File: config.mk
export PLATFORM = sky130hd
export DESIGN_NAME = prog_mem_sequencer
export DESIGN_NICKNAME = d
export VERILOG_FILES = /design/src/rtl/prog_mem_sequencer.sv
export SDC_FILE = /design/constraint.sdc
export NUM_CORES = 1
export LEC_CHECK = 0
export CAP_MARGIN = 5
export CORE_UTILIZATION = 44
export CTS_BUF_LIST = sky130_fd_sc_hd__clkbuf_4 sky130_fd_sc_hd__clkbuf_8
export DETAILED_ROUTE_END_ITERATION = 6
export PLACE_DENSITY = 0.95
export SLEW_MARGIN = 20
export SYNTH_ARGS = -nofsm -noshare
export SYNTH_HDL_FRONTEND = slang
export SYNTH_SLANG_ARGS = --single-unit
export TNS_END_PERCENT = 5
File: constraint.sdc
create_clock -name clock -period 2.6 [get_ports clock]
set_clock_uncertainty 0.05 [all_clocks]
set_input_delay 0.52 -clock clock [delete_from_list [all_inputs] [get_ports clock]]
set_output_delay 0.52 -clock clock [all_outputs]
set_load 0.05 [all_outputs]
File: src/rtl/prog_mem_sequencer.sv
// Shares the MC14500B program memory port between the UART loader and CPU fetch.
// Optional load idle timeout is enabled by defining PROG_LOAD_TIMEOUT_EN.
module prog_mem_sequencer #(
  parameter int ADDR_WIDTH   = 8,
  parameter int DATA_WIDTH   = 12,
  parameter int RESET_CYCLES = 4,
  parameter int LOAD_TIMEOUT = 1000000
) (
  input  logic                  clock,
  input  logic                  reset,
  input  logic [ADDR_WIDTH-1:0] ld_address,
  input  logic [DATA_WIDTH-1:0] ld_data,
  input  logic                  ld_write,
  input  logic                  ld_done,
  input  logic [ADDR_WIDTH-1:0] cpu_address,
  output logic [DATA_WIDTH-1:0] cpu_instr,
  output logic                  cpu_hold,
  output logic                  cpu_reset,
  output logic [ADDR_WIDTH-1:0] mem_address,
  output logic [DATA_WIDTH-1:0] mem_wdata,
  output logic                  mem_we,
  input  logic [DATA_WIDTH-1:0] mem_rdata,
  output logic                  loading,
  output logic [ADDR_WIDTH:0]   write_count,
  output logic                  load_error
);

  typedef enum logic [1:0] {HALT, LOAD, RELEASE, RUN} state_t;

  localparam int RCW = $clog2(RESET_CYCLES + 1);
  localparam logic [RCW-1:0] REL_LOAD = RCW'(RESET_CYCLES - 1);
  localparam logic [ADDR_WIDTH:0] WC_MAX = {1'b1, {ADDR_WIDTH{1'b0}}};

  state_t                state, state_next;
  logic [RCW-1:0]        rel_cnt;
  logic [ADDR_WIDTH-1:0] addr_r;
  logic                  fetch_valid;
  logic                  timeout;

`ifdef PROG_LOAD_TIMEOUT_EN
  localparam int TOW = $clog2(LOAD_TIMEOUT + 1);
  logic [TOW-1:0] idle_cnt;

  assign timeout = (state == LOAD) && !ld_write && !ld_done &&
                   (idle_cnt == TOW'(LOAD_TIMEOUT - 1));

  always_ff @(posedge clock) begin
    if (reset) begin
      idle_cnt   <= '0;
      load_error <= 1'b0;
    end else begin
      if (state == LOAD && !ld_write && !ld_done)
        idle_cnt <= idle_cnt + 1'b1;
      else
        idle_cnt <= '0;
      if (ld_write)
        load_error <= 1'b0;
      else if (timeout)
        load_error <= 1'b1;
    end
  end
`else
  logic unused_timeout_cfg;
  assign unused_timeout_cfg = (LOAD_TIMEOUT > 0);
  assign timeout    = 1'b0;
  assign load_error = 1'b0;
`endif

  // ld_done outranks ld_write so a simultaneous pair still lands in RELEASE.
  always_comb begin
    state_next = state;
    case (state)
      LOAD:    if (timeout) state_next = HALT;
      RELEASE: if (rel_cnt == '0) state_next = RUN;
      default: state_next = state;
    endcase
    if (ld_done)
      state_next = RELEASE;
    else if (ld_write)
      state_next = LOAD;
  end

  always_ff @(posedge clock) begin
    if (reset) begin
      state       <= HALT;
      rel_cnt     <= '0;
      cpu_hold    <= 1'b1;
      cpu_reset   <= 1'b1;
      loading     <= 1'b0;
      mem_we      <= 1'b0;
      addr_r      <= '0;
      mem_wdata   <= '0;
      write_count <= '0;
      fetch_valid <= 1'b0;
    end else begin
      state     <= state_next;
      cpu_hold  <= (state_next != RUN);
      cpu_reset <= (state_next == HALT) || (state_next == RELEASE);
      loading   <= (state_next == LOAD);

      if (state_next == RELEASE && (state != RELEASE || ld_done))
        rel_cnt <= REL_LOAD;
      else if (state == RELEASE && rel_cnt != '0)
        rel_cnt <= rel_cnt - 1'b1;

      mem_we <= ld_write;
      if (ld_write) begin
        addr_r    <= ld_address;
        mem_wdata <= ld_data;
        if (state != LOAD)
          write_count <= (ADDR_WIDTH + 1)'(1);
        else if (write_count != WC_MAX)
          write_count <= write_count + 1'b1;
      end

      fetch_valid <= (state == RUN) && !ld_write;
    end
  end

  assign mem_address = (state == RUN) ? cpu_address : addr_r;
  assign cpu_instr   = fetch_valid ? mem_rdata : '0;

endmodule

# Yosys cells after proc, flatten, opt, wreduce, memory -nomap -nowiden

Index checks and enable logic that the tools add are counted.

Reduce and logical (&&, ||, !) cells: 13
Eq/ne operators: 8
Mux-type cells: 10
$add $sub $neg: 2

Operator list:

| kind                                                                    | count |
|---|---|
| 9-bit 2-to-1 mux                                                        | 2 |
| 12-bit 2-to-1 mux                                                       | 1 |
| 2-bit 2-to-1 mux                                                        | 6 |
| 9-bit by 1-bit adder with 9-bit output, second input constant           | 1 |
| 9-bit inequality test, second input constant                            | 1 |
| 8-bit 2-to-1 mux                                                        | 1 |
| 2-bit equality test, second input constant                              | 3 |
| 2-bit inequality test, second input constant                            | 2 |
| 2-bit nonzero test                                                      | 2 |
| 1-bit logical AND                                                       | 3 |
| 3-bit logical NOT                                                       | 1 |
| 3-bit nonzero test                                                      | 1 |
| 3-bit by 1-bit subtractor with 3-bit output, second input constant      | 1 |
| 2-bit by 1-bit equality test with 1-bit output, second input constant   | 1 |
| 2-bit logical NOT                                                       | 1 |
| 1-bit logical OR                                                        | 2 |
| 2-bit by 1-bit inequality test with 1-bit output, second input constant | 1 |
| 2-bit AND reduction                                                     | 1 |
| 2-bit OR reduction                                                      | 1 |
| 1-bit logical NOT                                                       | 1 |

Output and inout port bits: 46
Register bits: 39

# Longest topological paths before layout

Gate-level depths: netlist of run 1.

Depth after elaboration: 8
Gate-level depth with buffers: 5

# Worst setup path before layout of run 1

OpenSTA, ideal clock, no wires.

Kind: register to register
Start: register write_count[0]
End: register write_count[0]
Buffers on the path: 0
Setup slack: 765 ps
Arrival: 1,649 ps
Stages on the path, launching flop included: 6
Path through: dfxtp_1 -> inv_1 -> ha_1 -> and4bb_2 -> a2111oi_0 -> a211oi_1

Longest elaborated chain between the ends: 3

Ends and longest elaborated chain:

| item                                                                            | RTL line | RTL |
|---|---|---|
| from (decl)                                                                     | 24       | `output logic [ADDR_WIDTH:0] write_count,` |
| from (signal assigned)                                                          | 111      | `write_count <= (ADDR_WIDTH + 1)'(1);` |
| from (signal assigned)                                                          | 113      | `write_count <= write_count + 1'b1;` |
| 9-bit by 1-bit adder with 9-bit output or 9-bit inequality test (tied branches) | 113, 112 |  |
| 9-bit 2-to-1 mux or 2-bit nonzero test (tied branches)                          | -        |  |
| 9-bit 2-to-1 mux or 2-bit AND reduction (tied branches)                         | -        |  |

Parallel ways exist; a longest one is shown, timed or not. The select of a mux whose other input is x is not followed.
A chain may end at the register's enable or synchronous reset.

# Worst setup path in the final report of run 1

Start: register state[1]
End: output port mem_address[6]

Longest elaborated chain between the ends: 2

Ends and longest elaborated chain:

| item                   | RTL line | RTL |
|---|---|---|
| from (decl)            | 34       | `state_t state, state_next;` |
| from (signal assigned) | 96       | `state <= state_next;` |
| 2-bit equality test    | 120      | `assign mem_address = (state == RUN) ? cpu_address : addr_r;` |
| 8-bit 2-to-1 mux       | 120      |  |
| to (decl)              | 19       | `output logic [ADDR_WIDTH-1:0] mem_address,` |

Every way passes these cells.

==> impl_metrics.tcl, run 1 <==
set metrics [dict create \
    required_ns 2.03 \
    holdWs_ns 0.453 \
    setup_ws_ns 0.384 \
    drive_gt1_share_pct 15.5 \
    synth.cell_area_um2 1760 \
    finish.utilization_pct 74.9 \
    clk_pin_slew_ns 0.07 \
    routed.top_layer "met4" \
    slew_headroom_pct 61.8 \
    path_buf_inv 1 \
    io_pins 90 \
    drt_iter0_markers 41 \
    holdPathStages 2 \
    cp_slowest_cell "dfxtp_1" \
    cts.sinks 39 \
    yosysSeqAreaShare_pct 44.4 \
    ff2ff_path_depth 5 \
    syn_area_per_cell_um2 9.50 \
    synth_fa_ha_area_share_pct 2.85 \
    post_cts_buffers 0 \
    dr_wl_met3_um 322 \
    synth_top_family_by_area "simple AND/OR/NAND/NOR gates" \
    antenna_found_initial 0 \
    setup_viol 0 \
    drc_errors 0 \
    diodes 0 \
    synthMuxAreaShare_pct 17.1 \
    gp_congestion 0.802 \
    port_buffers 88 \
    clockBufferDepth 2 \
    final_antenna_net_count 0 \
    die_area_um2 4250 \
    synth_nets 233 \
    ir_drop_v 0.000503 \
    finalCritPeriodShare_pct 85.2 \
    track_usage_pct 22.8 \
    fill_cells 281 \
    crit_path_max_incr_delay_ns 0.46 \
    ys_async_sr_fraction_pct 0 \
    syn_inst 185 \
    worstSkewPairLatency_ns 0.29 \
    ctsHoldBuffers 0 \
    h-tree-depth 2 \
    synth_xor_area_share_pct 0.996 \
    p_per_area_nw_per_um2 555 \
    synth-seq-cells 39 \
    dpl.hpwl_um 3480 \
    hold_path.class "reg2reg" \
    synthSimpleGateAreaFrac_pct 21.9 \
    tns_ns 0 \
    startpoint_type "flop" \
    status "complete, no violations" \
    cts_resized 0 \
    critical_path_class "reg2out" \
    cp-end-kind "output pin" \
    hold_viol_final 0 \
    fin_nets 324 \
    synth.distinct_cells 39 \
    grt-ovfl-total 0 \
    crit_fanout 9 \
    cp.arrival_ns 1.65 \
    core_area_um2 3740 \
    leakage_uw 0.00117 \
    r2r_setup_slack_ns 0.83 \
    r2r_end "write_count[0]" \
    worstHoldStart "addr_r[2]" \
    num_vias 1697 \
    crit_start "state[1]" \
    num_rows 22 \
    synth_top_flop_cell "dfxtp_1" \
    dieWidth_um 65.2 \
    path_cells "nand2_1, mux2_2, buf_4" \
    ys_warn_count 0 \
    hold_end "addr_r[2]" \
    synth_edf_count 0 \
    vias_per_cell 5.22 \
    fmax_ghz 0.451 \
    start_util_pct 47.0 \
    dr_wl_met2_um 2290 \
    numCtsBuffers 5 \
    grt_pass1_vias 1674 \
    maxCapViolations 0 \
    wl_met1_um 1900 \
    dr.pass1.iters 4 \
    cts_root_buffer "clkbuf_8" \
    crit_family "flip-flops" \
    finalPower_uw 1550 \
    grt_setup_unrepaired "false" \
    worst_pin_slew_ns 0.559 \
    routedWlPerCell_um 14.2 \
    grt_start_max_net_pins 17 \
    areaGrowthSynthToFinish_pct 59.4 \
    reg2reg_from "write_count[0]" \
    drv_slew 0 \
    cts_tree "yes" \
    die_h_um 65.2 \
    synth_compound_area_share_pct 8.97 \
    dpl_worst_slack_ns 0.432 \
    grt_pass1_wl_um 7380 \
    fin_crit_ns 2.22 \
    wl_um 4630 \
]
-- state kept, by name, summed over array words and instances (netlist names) --
name / cells
mem_we: 1
loading: 1
write_count: 9
cpu_hold: 1
fetch_valid: 1
mem_wdata: 12
state: 2
rel_cnt: 3
cpu_reset: 1
addr_r: 8
-- area by class of cell --
| class | count | area (um2) | area share [%] |
|---|---|---|---|
| clock buffers | 6 | 76.3 | 2.72 |
| well taps | 48 | 60.1 | 2.14 |
| flip-flops and latches | 39 | 781 | 27.9 |
| clock inverters | 2 | 60.1 | 2.14 |
| inverters | 7 | 26.3 | 0.937 |
| multi-input cells | 131 | 913 | 32.6 |
| repair buffers | 92 | 886 | 31.6 |
-- placed cells by master (no fill, tap or decap), drive strengths merged, types with 2 or more instances in the layout --
master	instances
xor2	2
mux2	8
a2111oi	2
inv	7
a31oi	2
nand4	4
ha	4
and2	13
clkbuf	6
o21ai	7
buf	24
nand3	2
or3	6
a21oi	5
nor3	2
dfxtp	39
clkdlybuf4s50	68
nand2b	3
nor2	27
mux2i	21
nand2	5
bufinv	2
nor2b	2
nor4	2
-- where the power goes --
| part | switching (uW) | internal (uW) | leakage (uW) | total, uW |
|---|---|---|---|---|
| clock | 210 | 394 | 0.0000688 | 604 |
| sequential | 18.3 | 625 | 0.000321 | 643 |
| combinational | 166 | 141 | 0.000781 | 307 |
| total | 394 | 1160 | 0.00117 | 1550 |
-- how the worst max path moves through the flow --
stage,endpoint,slack (ns),cells after the start
floorplan,write_count[0],0.76,5
global placement,write_count[5],0.54,4
detailed placement,write_count[0],0.43,4
CTS,write_count[3],0.38,1
global route,write_count[3],0.33,1
finish,mem_address[6],0.38,3
-- routing by layer --
layer,GRT usage (%),vias up
met3,6.60,14
met2,39.4,73
met1,25.1,785
met5,0,-
met4,11.4,0
li1,-,825
-- synthesized netlist by cell type, types with 3 or more instances --
cell type / number / area share [%]
dfxtp_1: 39 / 44
nor2_1: 27 / 5.8
mux2i_1: 21 / 12
and2_1: 13 / 4.6
mux2_2: 8 / 5.1
inv_1: 7 / 1.5
o21ai_0: 7 / 2.0
or3_1: 6 / 2.1
a21oi_1: 5 / 1.4
nand2_1: 5 / 1.1
ha_1: 4 / 2.8
nand4_1: 4 / 1.4
buf_2: 3 / 0.85
clkbuf_1: 3 / 0.64
nand2b_1: 3 / 1.1
-- logic make-up after synthesis --
kind of cell / count (synthesis)
other: 1
buffers and inverters: 15
AND/OR/NAND/NOR: 71
adder cells (fa/ha/maj): 4
flip-flops: 39
AO/OA/AOI/OAI: 24
multiplexers: 29
XOR/XNOR: 2
-- through the flow --
stage / instances / area (um2)
floorplan: 185 / 1760
global placement: 317 / 2670
detailed placement: 317 / 2670
CTS: 325 / 2800
global route: 325 / 2800
finish: 325 / 2800
-- tightest hold or removal path: cells and delay by family, from the launching register on --
family           cells  cell delay, ns
DFF                  1            0.33
muxes                1            0.07
and+or+nand+nor      1            0.07
No activity file was read; power rests on OpenSTA's default activity.
==> run 2, diff against run 1 <==
Settings changed: CTS_CLUSTER_DIAMETER set to 200.
==> results of run 2 <==
Same layout as run 1: the final DEF is identical, and so are final timing and power.
==> run 3, diff against run 2 <==
Settings changed: CORE_UTILIZATION 44 to 42, CTS_BUF_LIST sky130_fd_sc_hd__clkbuf_4 sky130_fd_sc_hd__clkbuf_8 to sky130_fd_sc_hd__clkbuf_16, GPL_ROUTABILITY_DRIVEN set to 0, PLACE_DENSITY 0.95 to 0.94.
==> run 3 against run 2 <==
Register-to-register slack better by 0.12 ns. Flip-flop and latch count stayed put. Final cell count up 0.62%. Setup slack improved by 0.0084 ns. Maximum frequency rose by 0.38%. Die area up 4.6%. Via count shrank 1.5%. Hold slack worse by 0.0070 ns. Core utilization fell by 4.0 points. Largest power group is now the clock network.
==> impl_metrics.tcl, run 3 (same netlist as run 1, synthesis figures left out) <==
set metrics [dict create \
    status "complete, no violations" \
    io_pins 90 \
    drt_iter0_markers 99 \
    grt-ovfl-total 0 \
    ir_drop_v 0.000447 \
    cts.sinks 39 \
    vias_per_cell 5.11 \
    cp-end-kind "output pin" \
    r2r_setup_slack_ns 0.95 \
    start_util_pct 43.9 \
    cts_root_buffer "clkbuf_16" \
    maxCapViolations 0 \
    path_buf_inv 1 \
    fin_nets 324 \
    crit_path_max_incr_delay_ns 0.87 \
    tns_ns 0 \
    largest_reg_flops 12 \
    leakage_uw 0.00119 \
    areaGrowthSynthToFinish_pct 61.1 \
    p_per_area_nw_per_um2 606 \
    h-tree-depth 2 \
    seq_power_share_pct 37.5 \
    clockBufferDepth 2 \
    p_int_uw 1310 \
    grt_pass1_wl_um 7110 \
    drc_errors 0 \
    numCtsBuffers 5 \
    cp_slowest_cell "clkdlybuf4s50_1" \
    dpl.hpwl_um 3190 \
    cp.arrival_ns 1.64 \
    cts_tree "yes" \
    swShare_pct 23.8 \
    reg_top3 "mem_wdata: 12 flops, write_count: 9 flops, addr_r: 8 flops" \
    r2r_end "write_count[1]" \
    drive_gt1_share_pct 15.2 \
    hold_viol_final 0 \
    dr.pass1.iters 4 \
    design_area_um2 2830 \
    crit_family "buffers and inverters" \
    core_area_um2 4000 \
    dpl_cell_area_um2 2640 \
    grt_start_max_net_pins 21 \
    grt_setup_unrepaired "false" \
    crit_fanout 8 \
    routedWlPerCell_um 13.9 \
    fmax_ghz 0.453 \
    num_rows 23 \
    top_register "mem_wdata" \
    ff2ff_path_depth 5 \
    finalPower_uw 1720 \
    clock_power_share_pct 45.1 \
    reg2reg_from "write_count[1]" \
    startpoint_type "flop" \
    drv_slew 0 \
    switchingPower_uw 409 \
    path_cells "clkdlybuf4s50_1" \
    num_vias 1671 \
    fin_crit_ns 2.21 \
    crit_start "write_count[3]" \
    final_antenna_net_count 0 \
    die_h_um 66.7 \
    wl_um 4540 \
    clk_pin_slew_ns 0.06 \
    cp-endpoint "write_count[3]" \
    path_depth 1 \
    track_usage_pct 21.4 \
    post_cts_buffers 0 \
    worst_pin_slew_ns 0.523 \
    die_area_um2 4450 \
    grt_pass1_vias 1596 \
    hold_path.class "reg2reg" \
    port_buffers 88 \
    diodes 0 \
    final_cell_mix "clkdlybuf4s50_1 (68), dfxtp_1 (39), nor2_1 (27), buf_4 (24), mux2i_1 (21)" \
    critical_path_class "reg2out" \
    layout_commonest_cell "clkdlybuf4s50_1" \
    antenna_found_initial 0 \
    finalCritPeriodShare_pct 84.9 \
    dieWidth_um 66.7 \
    setup_viol 0 \
    pwr-share-comb_pct 17.4 \
    finish.utilization_pct 70.8 \
    cts_resized 0 \
    worstSkewPairLatency_ns 0.28 \
    ctsHoldBuffers 0 \
    required_ns 2.03 \
    slew_headroom_pct 65.0 \
]
run 3: final cells by class:
class	instances	area [um2]
Clock inverter	3	63.8
Tap cell	50	62.6
Multi-Input combinational cell	131	913
Inverter	7	26.3
Sequential cell	39	781
Clock buffer	5	125
Timing Repair Buffer	92	861
Fill cell	291	1170
run 3: how the worst min path moves through the flow:
stage	startpoint	endpoint	slack [ns]	cells past startpoint
finish	mem_wdata[10]	mem_wdata[10]	0.45	2
global route	addr_r[2]	addr_r[2]	0.47	2
floorplan	addr_r[0]	addr_r[0]	0.40	2
CTS	mem_wdata[10]	mem_wdata[10]	0.45	2
global placement	mem_wdata[0]	mem_wdata[0]	0.42	2
detailed placement	mem_wdata[2]	mem_wdata[2]	0.44	2
run 3: metal layers:
| layer | up-vias | track usage [%] | part of all wire (%) |
|---|---|---|---|
| met5 | - | 0 | 0 |
| li1 | 827 | - | - |
| met1 | 771 | 24.8 | 41 |
| met3 | 8 | 4.97 | 6.6 |
| met4 | 0 | 9.57 | 0.95 |
| met2 | 65 | 36.9 | 51 |
run 3: power by group through the flow:
stage | registers [uW] | logic [uW] | clock network [uW]
after floorplan | 703 | 119 | 0
after global placement | 654 | 290 | 0
after detailed placement | 654 | 297 | 0
after CTS | 643 | 300 | 786
after global routing | 646 | 316 | 808
final | 643 | 299 | 774
run 3: stage by stage:
stage	cells	worst slack [ns]	hold slack, ns
2_1_floorplan	185	0.765	0.404
3_3_place_gp	319	0.556	0.421
3_5_place_dp	319	0.525	0.436
4_1_cts	327	0.401	0.452
5_1_grt	327	0.346	0.475
6_report	327	0.392	0.446
